===== config.mk =====
export PLATFORM = sky130hd
export DESIGN_NAME = draw_sequencer
export DESIGN_NICKNAME = d
export VERILOG_FILES = /design/src/rtl/draw_seq_pkg.sv /design/src/rtl/next_job_finder.sv /design/src/rtl/draw_sequencer.sv
export SDC_FILE = /design/constraint.sdc
export NUM_CORES = 1
export LEC_CHECK = 0
export ABC_AREA = 1
export CAP_MARGIN = 20
export CORE_MARGIN = 5
export CORE_UTILIZATION = 34
export CTS_CLUSTER_SIZE = 12
export DETAILED_ROUTE_END_ITERATION = 7
export PLACE_DENSITY = 0.87
export RECOVER_POWER = 25
export SETUP_SLACK_MARGIN = 0.05
export SYNTH_ARGS = -nofsm -noshare
export SYNTH_HDL_FRONTEND = slang
export SYNTH_HIERARCHICAL = 1
export SYNTH_SLANG_ARGS = --single-unit

===== constraint.sdc =====
create_clock -name clk -period 5.5 [get_ports clk]
set_clock_uncertainty 0.2 [all_clocks]
set_input_delay 0.825 -clock clk [delete_from_list [all_inputs] [get_ports clk]]
set_output_delay 0.825 -clock clk [all_outputs]
set_load 0.05 [all_outputs]

===== src/rtl/draw_seq_pkg.sv =====
// Shared types and constants for the draw sequencer.
package draw_seq_pkg;

  typedef enum logic [2:0] {
    StIdle,
    StSel,
    StRst,
    StRun,
    StRel,
    StFin
  } state_t;

  localparam int unsigned VGA_XW = 8;
  localparam int unsigned VGA_YW = 7;
  localparam int unsigned VGA_CW = 3;

  // Visible screen limits of the VGA adapter.
  localparam int unsigned X_MAX = 159;
  localparam int unsigned Y_MAX = 119;

endpackage


===== src/rtl/next_job_finder.sv =====
// Combinational search for the lowest enabled engine at or above a start index.
module next_job_finder #(
  parameter int unsigned NUM_ENG = 3,
  parameter int unsigned IW      = 2
) (
  input  logic [NUM_ENG-1:0] mask,
  input  logic [IW-1:0]      from,
  output logic               found,
  output logic [IW-1:0]      idx
);

  // Scan from the top down so the lowest qualifying index is the last one written.
  always_comb begin
    found = 1'b0;
    idx   = '0;
    for (int i = int'(NUM_ENG) - 1; i >= 0; i--) begin
      if (mask[i] && (i >= int'(from))) begin
        found = 1'b1;
        idx   = IW'(i);
      end
    end
  end

endmodule


===== src/rtl/draw_sequencer.sv =====
// Runs enabled drawing engines one at a time and muxes the active one onto the VGA port.
module draw_sequencer
  import draw_seq_pkg::*;
#(
  parameter int unsigned NUM_ENG = 3,
  localparam int unsigned IW     = (NUM_ENG > 1) ? $clog2(NUM_ENG) : 1
) (
  input  logic                      clk,
  input  logic                      rst,
  input  logic                      start,
  input  logic [NUM_ENG-1:0]        job_mask,
  output logic                      done,
  output logic                      busy,
  output logic [IW-1:0]             cur_job,
  output logic [NUM_ENG-1:0]        eng_rst_n,
  output logic [NUM_ENG-1:0]        eng_start,
  input  logic [NUM_ENG-1:0]        eng_done,
  input  logic [NUM_ENG*VGA_XW-1:0] eng_x,
  input  logic [NUM_ENG*VGA_YW-1:0] eng_y,
  input  logic [NUM_ENG*VGA_CW-1:0] eng_colour,
  input  logic [NUM_ENG-1:0]        eng_plot,
  output logic [VGA_XW-1:0]         vga_x,
  output logic [VGA_YW-1:0]         vga_y,
  output logic [VGA_CW-1:0]         vga_colour,
  output logic                      vga_plot
);

  state_t             state_q, state_d;
  logic [IW-1:0]      cur_q, cur_d;
  logic [NUM_ENG-1:0] mask_q, mask_d;

  logic               nxt_found;
  logic [IW-1:0]      nxt_idx;
  logic               cur_eng_done;
  logic               cur_eng_plot;
  logic               cur_last;

  next_job_finder #(
    .NUM_ENG (NUM_ENG),
    .IW      (IW)
  ) u_finder (
    .mask  (mask_q),
    .from  (cur_q),
    .found (nxt_found),
    .idx   (nxt_idx)
  );

  assign cur_last = (cur_q == IW'(NUM_ENG - 1));
  assign cur_job  = cur_q;

  // State, current index and latched job mask.
  always_ff @(posedge clk) begin
    if (rst) begin
      state_q <= StIdle;
      cur_q   <= '0;
      mask_q  <= '0;
    end else begin
      state_q <= state_d;
      cur_q   <= cur_d;
      mask_q  <= mask_d;
    end
  end

  // Next-state logic; dropping start while busy aborts straight to idle.
  always_comb begin
    state_d = state_q;
    cur_d   = cur_q;
    mask_d  = mask_q;
    unique case (state_q)
      StIdle: begin
        if (start) begin
          mask_d  = job_mask;
          cur_d   = '0;
          state_d = StSel;
        end
      end
      StSel: begin
        if (!start) begin
          state_d = StIdle;
        end else if (nxt_found) begin
          cur_d   = nxt_idx;
          state_d = StRst;
        end else begin
          state_d = StFin;
        end
      end
      StRst: state_d = start ? StRun : StIdle;
      StRun: begin
        if (!start)            state_d = StIdle;
        else if (cur_eng_done) state_d = StRel;
      end
      StRel: begin
        if (!start) begin
          state_d = StIdle;
        end else if (!cur_eng_done) begin
          // Last slot finishes the run; cur never wraps past NUM_ENG-1.
          if (cur_last) begin
            state_d = StFin;
          end else begin
            cur_d   = cur_q + 1'b1;
            state_d = StSel;
          end
        end
      end
      StFin:   if (!start) state_d = StIdle;
      default: state_d = StIdle;
    endcase
  end

  // Per-engine controls and the VGA mux, decoded from state and current index.
  always_comb begin
    eng_rst_n    = '0;
    eng_start    = '0;
    vga_x        = '0;
    vga_y        = '0;
    vga_colour   = '0;
    cur_eng_done = 1'b0;
    cur_eng_plot = 1'b0;
    for (int i = 0; i < int'(NUM_ENG); i++) begin
      eng_rst_n[i] = ~rst & ~((state_q == StRst) && (cur_q == IW'(i)));
      if (cur_q == IW'(i)) begin
        vga_x        = eng_x[i*VGA_XW +: VGA_XW];
        vga_y        = eng_y[i*VGA_YW +: VGA_YW];
        vga_colour   = eng_colour[i*VGA_CW +: VGA_CW];
        cur_eng_done = eng_done[i];
        cur_eng_plot = eng_plot[i];
        eng_start[i] = (state_q == StRun);
      end
    end
    vga_plot = cur_eng_plot & (state_q == StRun);
    busy     = (state_q == StSel) || (state_q == StRst) ||
               (state_q == StRun) || (state_q == StRel);
    done     = (state_q == StFin);
  end

endmodule


Word-level counts from Yosys, hierarchy flattened
Index checks and enable logic that the tools add are counted.
{ "totals": {"regBits": 8, "input_bits": 66, "output_inout_bits": 29} }
{ "classes": {"add_sub_neg": 1, "magnitude_cmp": 3, "eq_ne": 16, "muxes": 42, "bitwise_logic": 8, "reduce_logical": 15} }
{ "op_table": {"columns": ["operator", "n"], "rows": [
  ["$mux W3", 12],
  ["$mux W8", 3],
  ["$mux W7", 3],
  ["$mux W2", 10],
  ["$pmux W3 S6", 1],
  ["$ne A2 B2 Y1 const B", 7],
  ["$mux W1", 12],
  ["$reduce_and A7 Y1", 1],
  ["$eq A3 B2 Y1 const B", 2],
  ["$eq A3 B3 Y1 const B", 2],
  ["$logic_and A1 B1 Y1", 6],
  ["$ne A3 B3 Y1 const B", 2],
  ["$pmux W2 S3", 1],
  ["$and A1 B1 Y1", 4],
  ["$ge A1 B2 Y1 const A", 2],
  ["$not A1 Y1", 4],
  ["$reduce_and A4 Y1", 1],
  ["$eq A3 B1 Y1 const B", 1],
  ["$logic_not A3 Y1", 1],
  ["$logic_or A1 B1 Y1", 3],
  ["$reduce_bool A3 Y1", 1],
  ["$add A2 B1 Y2 const B", 1],
  ["$eq A2 B1 Y1 const B", 1],
  ["$eq A2 B2 Y1 const B", 1],
  ["other kinds (3)", 3]
]} }

Depth between registers and ports, before layout
Gate-level depths: netlist of run 1.
{ "depth": {"word_depth": 8, "mapped_depth": 11} }

Cells and area by module
Netlist of run 1, hierarchy kept.
{ "by_module_without_submodules": {"columns": ["mod", "n_inst", "cells_per_inst", "area_each_um2", "seq_area_each_um2"], "rows": [
  ["draw_sequencer", 1, 171, 979.7, 160.2],
  ["next_job_finder", 1, 14, 70.1, 0.0]
]} }

Least setup slack after synthesis of run 1
No wires, ideal clock.
{ "synth_path": {"kind": "flip-flop to output port", "startpoint": "reg cur_q[1] (netlist: cur_job[1])", "endpoint": "out vga_x[0]", "arrival_time_ns": 2.791, "required_time_ns": 4.475, "setup_slack_ns": 1.684, "path_stages_with_launch": 7, "n_path_buf": 1, "cell_sequence": "dfxtp_1 > inv_1 > ha_1 > nor2_2 > buf_2 > a22oi_1 > o21ai_0"} }
{ "synth_via": {"elab_chain_len": 4, "word_cells_on_any_way": 6, "cone_classes": "eq/ne: 2; mux: 3; reduce/logical: 1"} }
{ "synth_lines": {"columns": ["element", "line_no", "rtl"], "rows": [
  ["from (decl)", "draw_sequencer.sv:29", "logic [IW-1:0] cur_q, cur_d;"],
  ["from (signal assigned)", "draw_sequencer.sv:59", "cur_q <= cur_d;"],
  ["$logic_not A2 Y1", "draw_sequencer.sv:121", "if (cur_q == IW'(i)) begin"],
  ["$mux W8 (2 in series)", "draw_sequencer.sv:121", null],
  ["$mux W8 *", "draw_sequencer.sv:121", null],
  ["to (decl)", "draw_sequencer.sv:22", "output logic [VGA_XW-1:0] vga_x,"]
]} }
Every way passes the cells marked *; elsewhere a longest branch is shown, timed or not.

Worst setup path in the final report of run 1
{ "layout_path": {"startpoint": "reg cur_q[1] (netlist: cur_job[1])", "endpoint": "out vga_y[3]"} }
{ "layout_via": {"elab_chain_len": 4, "word_cells_on_any_way": 6, "cone_classes": "eq/ne: 2; mux: 3; reduce/logical: 1"} }
{ "layout_lines": {"columns": ["element", "line_no", "rtl"], "rows": [
  ["$logic_not A2 Y1", "draw_sequencer.sv:121", null],
  ["$mux W7 (2 in series)", "draw_sequencer.sv:121", null],
  ["$mux W7 *", "draw_sequencer.sv:121", null],
  ["to (decl)", "draw_sequencer.sv:23", "output logic [VGA_YW-1:0] vga_y,"]
]} }
Marks and branches as above.

==> results of run 1 <==
## state kept, by name (all words and copies together) (netlist names)
signal,cells
cur_job,2
mask_q,3
state_q,3
## synthesized netlist by cell type (all sizes together)
| cell type | instances |
|---|---|
| nor2 | 22 |
| o21ai | 25 |
| buf | 4 |
| or2 | 1 |
| nand2 | 47 |
| nor3 | 1 |
| a31oi | 1 |
| clkbuf | 5 |
| a21oi | 12 |
| a22oi | 18 |
| inv | 19 |
| nand3b | 1 |
| nand3 | 16 |
| ha | 3 |
| nand4 | 2 |
| dfxtp | 8 |
## per-layer routing
| layer | track usage [%] | vias up | part of all wire, % | routed length [um] |
|---|---|---|---|---|
| met5 | 0 | - | 0 | 0 |
| met4 | 4.404 | 0 | 0.74 | 31 |
| met3 | 3.590 | 8 | 10 | 421 |
| met2 | 34.89 | 79 | 50 | 2103 |
| met1 | 23.59 | 678 | 39 | 1651 |
| li1 | - | 811 | - | - |
## layout make-up
class / count / area [um^2]
fillers: 293 / 959.7
multi-input cells: 149 / 772.0
inverters: 19 / 71.32
flip-flops and latches: 8 / 160.2
well taps: 33 / 41.29
clock buffers: 3 / 22.52
repair buffers: 96 / 975.9
## worst paths after layout
kind | start | to | slack (ps) | cells past startpoint
worst max-delay path | cur_job[1] | vga_y[3] | 1330 | 6
worst min-delay path | mask_q[0] | mask_q[0] | 260 | 2
worst max register to register | cur_job[0] | state_q[2] | 3230 | 10
worst min register to register | mask_q[0] | mask_q[0] | 260 | 2
## worst reg2reg max path, stage by stage, from the launching register on
cell and delay [ps]:
dfxtp_1 440, ha_1 730, inv_1 140, nand3_1 110, nand2_1 90, nand2_1 90, nand2_1 50, nand2_1 120
nand3_1 80, nand2_1 70, nor2_1 40
## cells by family (layout without fill, tap and decap cells)
logic type / Yosys count / after routing / synth area share, %
buffers and inverters: 28 / 118 / 10.49
AOI/OAI and AO/OA: 56 / 56 / 31.11
DFF: 8 / 8 / 15.26
and+or+nand+nor: 90 / 90 / 39.57
adders and majority gates: 3 / 3 / 3.576
## power by group through the flow
stage,Combinational (W),Clock (W),Sequential (W)
final,0.000866,0.0000435,0.000111
after detailed placement,0.000862,0,0.000112
after global placement,0.000852,0,0.000110
after floorplan,0.000596,0,0.000112
after CTS,0.000864,0.0000472,0.000111
after global routing,0.000939,0.0000499,0.000114
## per-stage QoR
stage | setup slack, ps | std cells
finish | 1327 | 308
global route | 1040 | 308
CTS | 1280 | 307
detailed placement | 1544 | 304
global placement | 1629 | 304
floorplan | 1684 | 185
==> metrics.md, run 1 <==
| Metric | Value |
|---|---|
| Post-route clock period utilization | 75.87% |
| Syn Inst Count | 185 |
| Critical Path RT | about 4500 ps |
| IO Pins | 95 |
| Max_cap viols | 0 |
| Clock power frac | between 4 and 5% |
| # resized after CTS | 0 |
| #FFs+latches synth | 8 |
| DRC violations left | 0 |
| Bufs on Longest Clock Path | 2 |
| DRT Pass-1 Iters | 4 |
| Vias | 1,576 |
| Average wire per standard cell | 13.66 um |
| Pwr Total | ~0.0010 W |
| Via/cell ratio | 5.117 |
| Chip height | 65.57 um |
| Post-DRT Antenna Nets | 0 |
| Psw | a little over 0.0006 W |
| Comb pwr share | 84.8% |
| CP Capture Type | output port |
| Gpl congestion | 0.9267 |
| Worst vdd ir | ~0.34 mV |
| Slew Viols, Final | 0 |
| Cell Rows | 20 |
| Vias in the first global route | between 1,000 and 1,500 |
| CP Cell Sequence | inv_1, ha_1, nor2_2, a22oi_1, o21ai_0, clkdlybuf4s50_1 |
| Yosys warnings | 6 |
| Clock H-tree levels | 1 |
| Status | completed |
| Mapped Nets | 254 |
| Max_slew headroom | 46.01% |
| Share of power burned in registers | 10.9% |
| Area of placed instances | 2001 um^2 |
| Total grt overflow | 0 |
| Final core occ | 68.04% |
| Int Power | about 0.0004 W |
| Setup TNS | 0 ps |
| Final Hold Vio Count | 0 |
| Crit Path Category | reg2out |
| Fin crit period | between 4000 and 5000 ps |
| ANT cells | 0 |
| Leakage | 0.8248 nW |
| Hold crit path type | reg2reg |
| P&R area growth vs syn | 94.64% |
| Cell area after layout | 2043 um^2 |
| Sink Count | 8 |
| Global-route wire length before repair | approximately 6700 um |
| Yosys cell types | 23 |
| Buf/Inv on CP | 2 |
| Delay-heaviest family, CP | buffers and inverters |
| F_max | between 0.2 and 0.25 GHz |
| Peak fanout along the critical path | 23 |
| Pin count of the biggest net entering global routing | 35 |
| IO Port Bufs | 94 |
| Post-synthesis cell area | 1050 um^2 |
| Commonest non-fill, non-tap cell in the layout | clkdlybuf4s50_1 |
| Die width | between 60 and 70 um |
| Worst Hold Margin | between 200 and 300 ps |
| Clock Latency Late Sink | 250 ps |
| Post-CTS Hold Buffers | 0 |
| Post-layout nets | 346 |
| CTS tree | built |
| Share of post-route cells with drive strength above 1 | under 10% |
| Worst Tran Pin Value | 809.9 ps |
| CTS root buf | clkbuf_4 |
| Slowest stage delay, CP | 830 ps |
| Drt initial violations | approximately 120 |
| RSZ-0062 raised after global routing | no |
| Dpl hpwl | 3448 um |
| Sequential area share after synthesis | 15.26% |
| Area of the core | between 3000 and 4000 um^2 |
| Critical path's slowest cell | clkdlybuf4s50_1 |
| Worst EP arrival | 3150 ps |
| Initial antenna violation count | 0 |
| Post CTS Setup Buffer Count | 0 |
| Wirelength, routed | 4208 um |
| Initial Util | 34.96% |
| Power per cell area | 499.8 nW/um^2 |
| Syn_area_per_cell | 5.674 um^2 |
| Commonest non-fill, non-tap cells in the layout | clkdlybuf4s50_1, nand2_1, o21ai_0, a22oi_1, nor2_1 |
| Yosys top cell by area | nand2_1 |
| Total global-route track usage | 19.37% |
| Setup Viol. Count Final | 0 |
| Synth top area share | 16.09% |
| CTS buffer count | 3 |
| Sw frac | 60.24% |
| Die area | 4299 um^2 |
| CP Launch Type | flip-flop |
| CTS clk-pin slew, worst paths | 50 ps |
| Largest cells by area after synthesis | nand2_1, dfxtp_1, a22oi_1, o21ai_0, nand3_1 |
Power figures use the tool's default switching activity.
==> inputs of run 2 (changes only) <==
--- a/config.mk
+++ b/config.mk
@@ -8,10 +8,10 @@
 export ABC_AREA = 1
 export CAP_MARGIN = 20
 export CORE_MARGIN = 5
-export CORE_UTILIZATION = 34
+export CORE_UTILIZATION = 31
 export CTS_CLUSTER_SIZE = 12
 export DETAILED_ROUTE_END_ITERATION = 7
-export PLACE_DENSITY = 0.87
+export PLACE_DENSITY = 0.81
 export RECOVER_POWER = 25
 export SETUP_SLACK_MARGIN = 0.05
 export SYNTH_ARGS = -nofsm -noshare
==> constraint.sdc (replaced) <==
create_clock -name clk -period 4.2 [get_ports clk]
set_clock_uncertainty 0.2 [all_clocks]
set_input_delay 0.63 -clock clk [delete_from_list [all_inputs] [get_ports clk]]
set_output_delay 0.63 -clock clk [all_outputs]
set_load 0.05 [all_outputs]
==> run 2 against run 1 <==
Non-clock buffer count rose by 1. Global-route usage decreased by 1.3 points. Routed wire length up 4.2%. Hold slack better by 6.2 ps. Critical endpoint unchanged. Highest routed layer unchanged.
==> metrics.md, run 2 (synthesized netlist as in run 1, its figures left out) <==
| Metric | Value |
|---|---|
| Power per cell area | 652.1 nW/um^2 (was 499.8 nW/um^2) |
| Global-route wire length before repair | 6513 um (was 6672 um) |
| Post-route clock period utilization | a little over four fifths |
| DRT Pass-1 Iters | 4 (unchanged) |
| Total grt overflow | 0 (unchanged) |
| Post-CTS Hold Buffers | 0 (unchanged) |
| Worst EP arrival | 2690 ps (was 3150 ps) |
| Initial antenna violation count | 0 (unchanged) |
| Status | completed (unchanged) |
| Clock H-tree levels | 1 (unchanged) |
| Drt initial violations | 77 (was 119) |
| DRC violations left | 0 (unchanged) |
| Clock Latency Late Sink | 260 ps (was 250 ps) |
| Worst vdd ir | 0.5485 mV (was 0.3420 mV) |
| CTS clk-pin slew, worst paths | 50 ps (about the same) |
| Fin crit period | 3515 ps |
| Dpl cells | 319 (was 304) |
| # resized after CTS | 0 (unchanged) |
| Vias | 1,551 (was 1,576) |
| Commonest non-fill, non-tap cells in the layout | clkdlybuf4s50_1, nand2_1, o21ai_0, a22oi_1, nor2_1 (unchanged) |
| Dpl hpwl | 3520 um (was 3448 um) |
| Vias in the first global route | 1,393 (was 1,444) |
| Wirelength, routed | 4383 um (was 4208 um) |
| Gpl congestion | 0.8883 (was 0.9267) |
| Setup TNS | 0 ps (unchanged) |
| Leakage | 0.8229 nW (was 0.8248 nW) |
| Commonest non-fill, non-tap cell in the layout | clkdlybuf4s50_1 (unchanged) |
| CTS buffer count | 3 (unchanged) |
| Post-layout nets | 347 (was 346) |
| Slew Viols, Final | 0 (unchanged) |
| Pin count of the biggest net entering global routing | 25 (was 35) |
| Critical Path RT | 3370 ps (was 4470 ps) |
| Via/cell ratio | 4.817 (was 5.117) |
| Clock power frac | 4.5% (was 4.3%) |
| Die width | 68.19 um (was 65.57 um) |
| P&R area growth vs syn | 94.99% (was 94.64%) |
| Fill cells | 310 (was 293) |
| Average wire per standard cell | 13.61 um (was 13.66 um) |
| Max_slew headroom | 62.43% (was 46.01%) |
| ANT cells | 0 (unchanged) |
| Total global-route track usage | 18.02% (was 19.37%) |
| Max_cap viols | 0 (unchanged) |
| Initial Util | 31.71% (was 34.96%) |
| Share of post-route cells with drive strength above 1 | 7.246% (was 7.273%) |
| Peak fanout along the critical path | 10 (was 23) |
| Area of the core | 3311 um^2 (was 3003 um^2) |
| Worst Tran Pin Value | 563.6 ps (was 809.9 ps) |
| Die area | 4650 um^2 (was 4299 um^2) |
| Sw frac | 60.58% (was 60.24%) |
| Psw | 0.0008086 W (was 0.0006151 W) |
| CP Launch Type | flip-flop (unchanged) |
| Hold crit path type | reg2reg (unchanged) |
| Crit Path Category | reg2out (unchanged) |
| CTS tree | built (unchanged) |
| IO Pins | 95 (unchanged) |
| Setup Viol. Count Final | 0 (unchanged) |
| Sink Count | 8 (unchanged) |
| IO Port Bufs | 94 (unchanged) |
| Chip height | 68.19 um (was 65.57 um) |
| Share of power burned in registers | 10.9% (about the same) |
| Comb pwr share | 84.6% (was 84.8%) |
| Post-Layout Cell Count | 322 (was 308) |
| Post-DRT Antenna Nets | 0 (unchanged) |
| Int Power | 0.0005263 W (was 0.0004060 W) |
| Post CTS Setup Buffer Count | 0 (unchanged) |
| Cell Rows | 21 (was 20) |
| Bufs on Longest Clock Path | 2 (unchanged) |
| Final Hold Vio Count | 0 (unchanged) |
| CP Capture Type | output port (unchanged) |
| CTS root buf | clkbuf_4 (unchanged) |
| F_max | roughly 0.28 GHz |
| RSZ-0062 raised after global routing | no (unchanged) |
-- run 2: path summary, 6_finish.rpt --
check	startpoint	endpoint	slack [ps]	cells after the start
hold reg to reg	mask_q[0]	mask_q[0]	270	2
hold / removal	mask_q[0]	mask_q[0]	270	2
setup / recovery	cur_job[1]	vga_y[3]	680	7
setup reg to reg	cur_job[0]	state_q[2]	1970	10
-- run 2: final cells by class --
class / count / area, um^2 / share of cell area (%)
repair buffers: 97 / 963.4 / 47.07
multi-input cells: 149 / 772.0 / 37.71
flip-flops and latches: 8 / 160.2 / 7.824
inverters: 19 / 71.32 / 3.484
well taps: 46 / 57.56 / 2.812
clock buffers: 3 / 22.52 / 1.100
-- run 2: stage by stage --
stage	setup WS, ps	area (um^2)	hold WS, ps	total power (W)	util (%)
final	684.7	2047	269.4	0.001335	61.83
after global routing	477.7	2047	306.0	0.001432	61.83
after CTS	670.0	2054	272.5	0.001353	62.06
after detailed placement	941.9	2032	264.4	0.001287	61.38
after global placement	994.4	2032	254.6	0.001279	61.38
after floorplan	578.7	1050	236.4	0.0009265	-
-- run 2: per-layer routing --
layer / global-route usage, % / part of all wire (%)
met5: 0 / 0
met4: 3.722 / 0.62
met3: 4.926 / 12
met2: 31.65 / 47
met1: 21.81 / 40
-- run 2: power by group through the flow --
stage / Sequential (W) / Clock [W] / Combinational [W]
3_3_place_gp: 0.000144 / 0 / 0.00114
6_report: 0.000146 / 0.0000601 / 0.00113
3_5_place_dp: 0.000146 / 0 / 0.00114
5_1_grt: 0.000149 / 0.0000683 / 0.00121
4_1_cts: 0.000145 / 0.0000620 / 0.00115
2_1_floorplan: 0.000146 / 0 / 0.000780
-- run 2: critical path: stages, from the launching register on --
cell             delay [ps]
dfxtp_1                 420
inv_1                   100
ha_1                    210
nor2_2                  340
buf_4                   250
a22oi_1                  70
o21ai_0                 180
clkdlybuf4s50_1         850
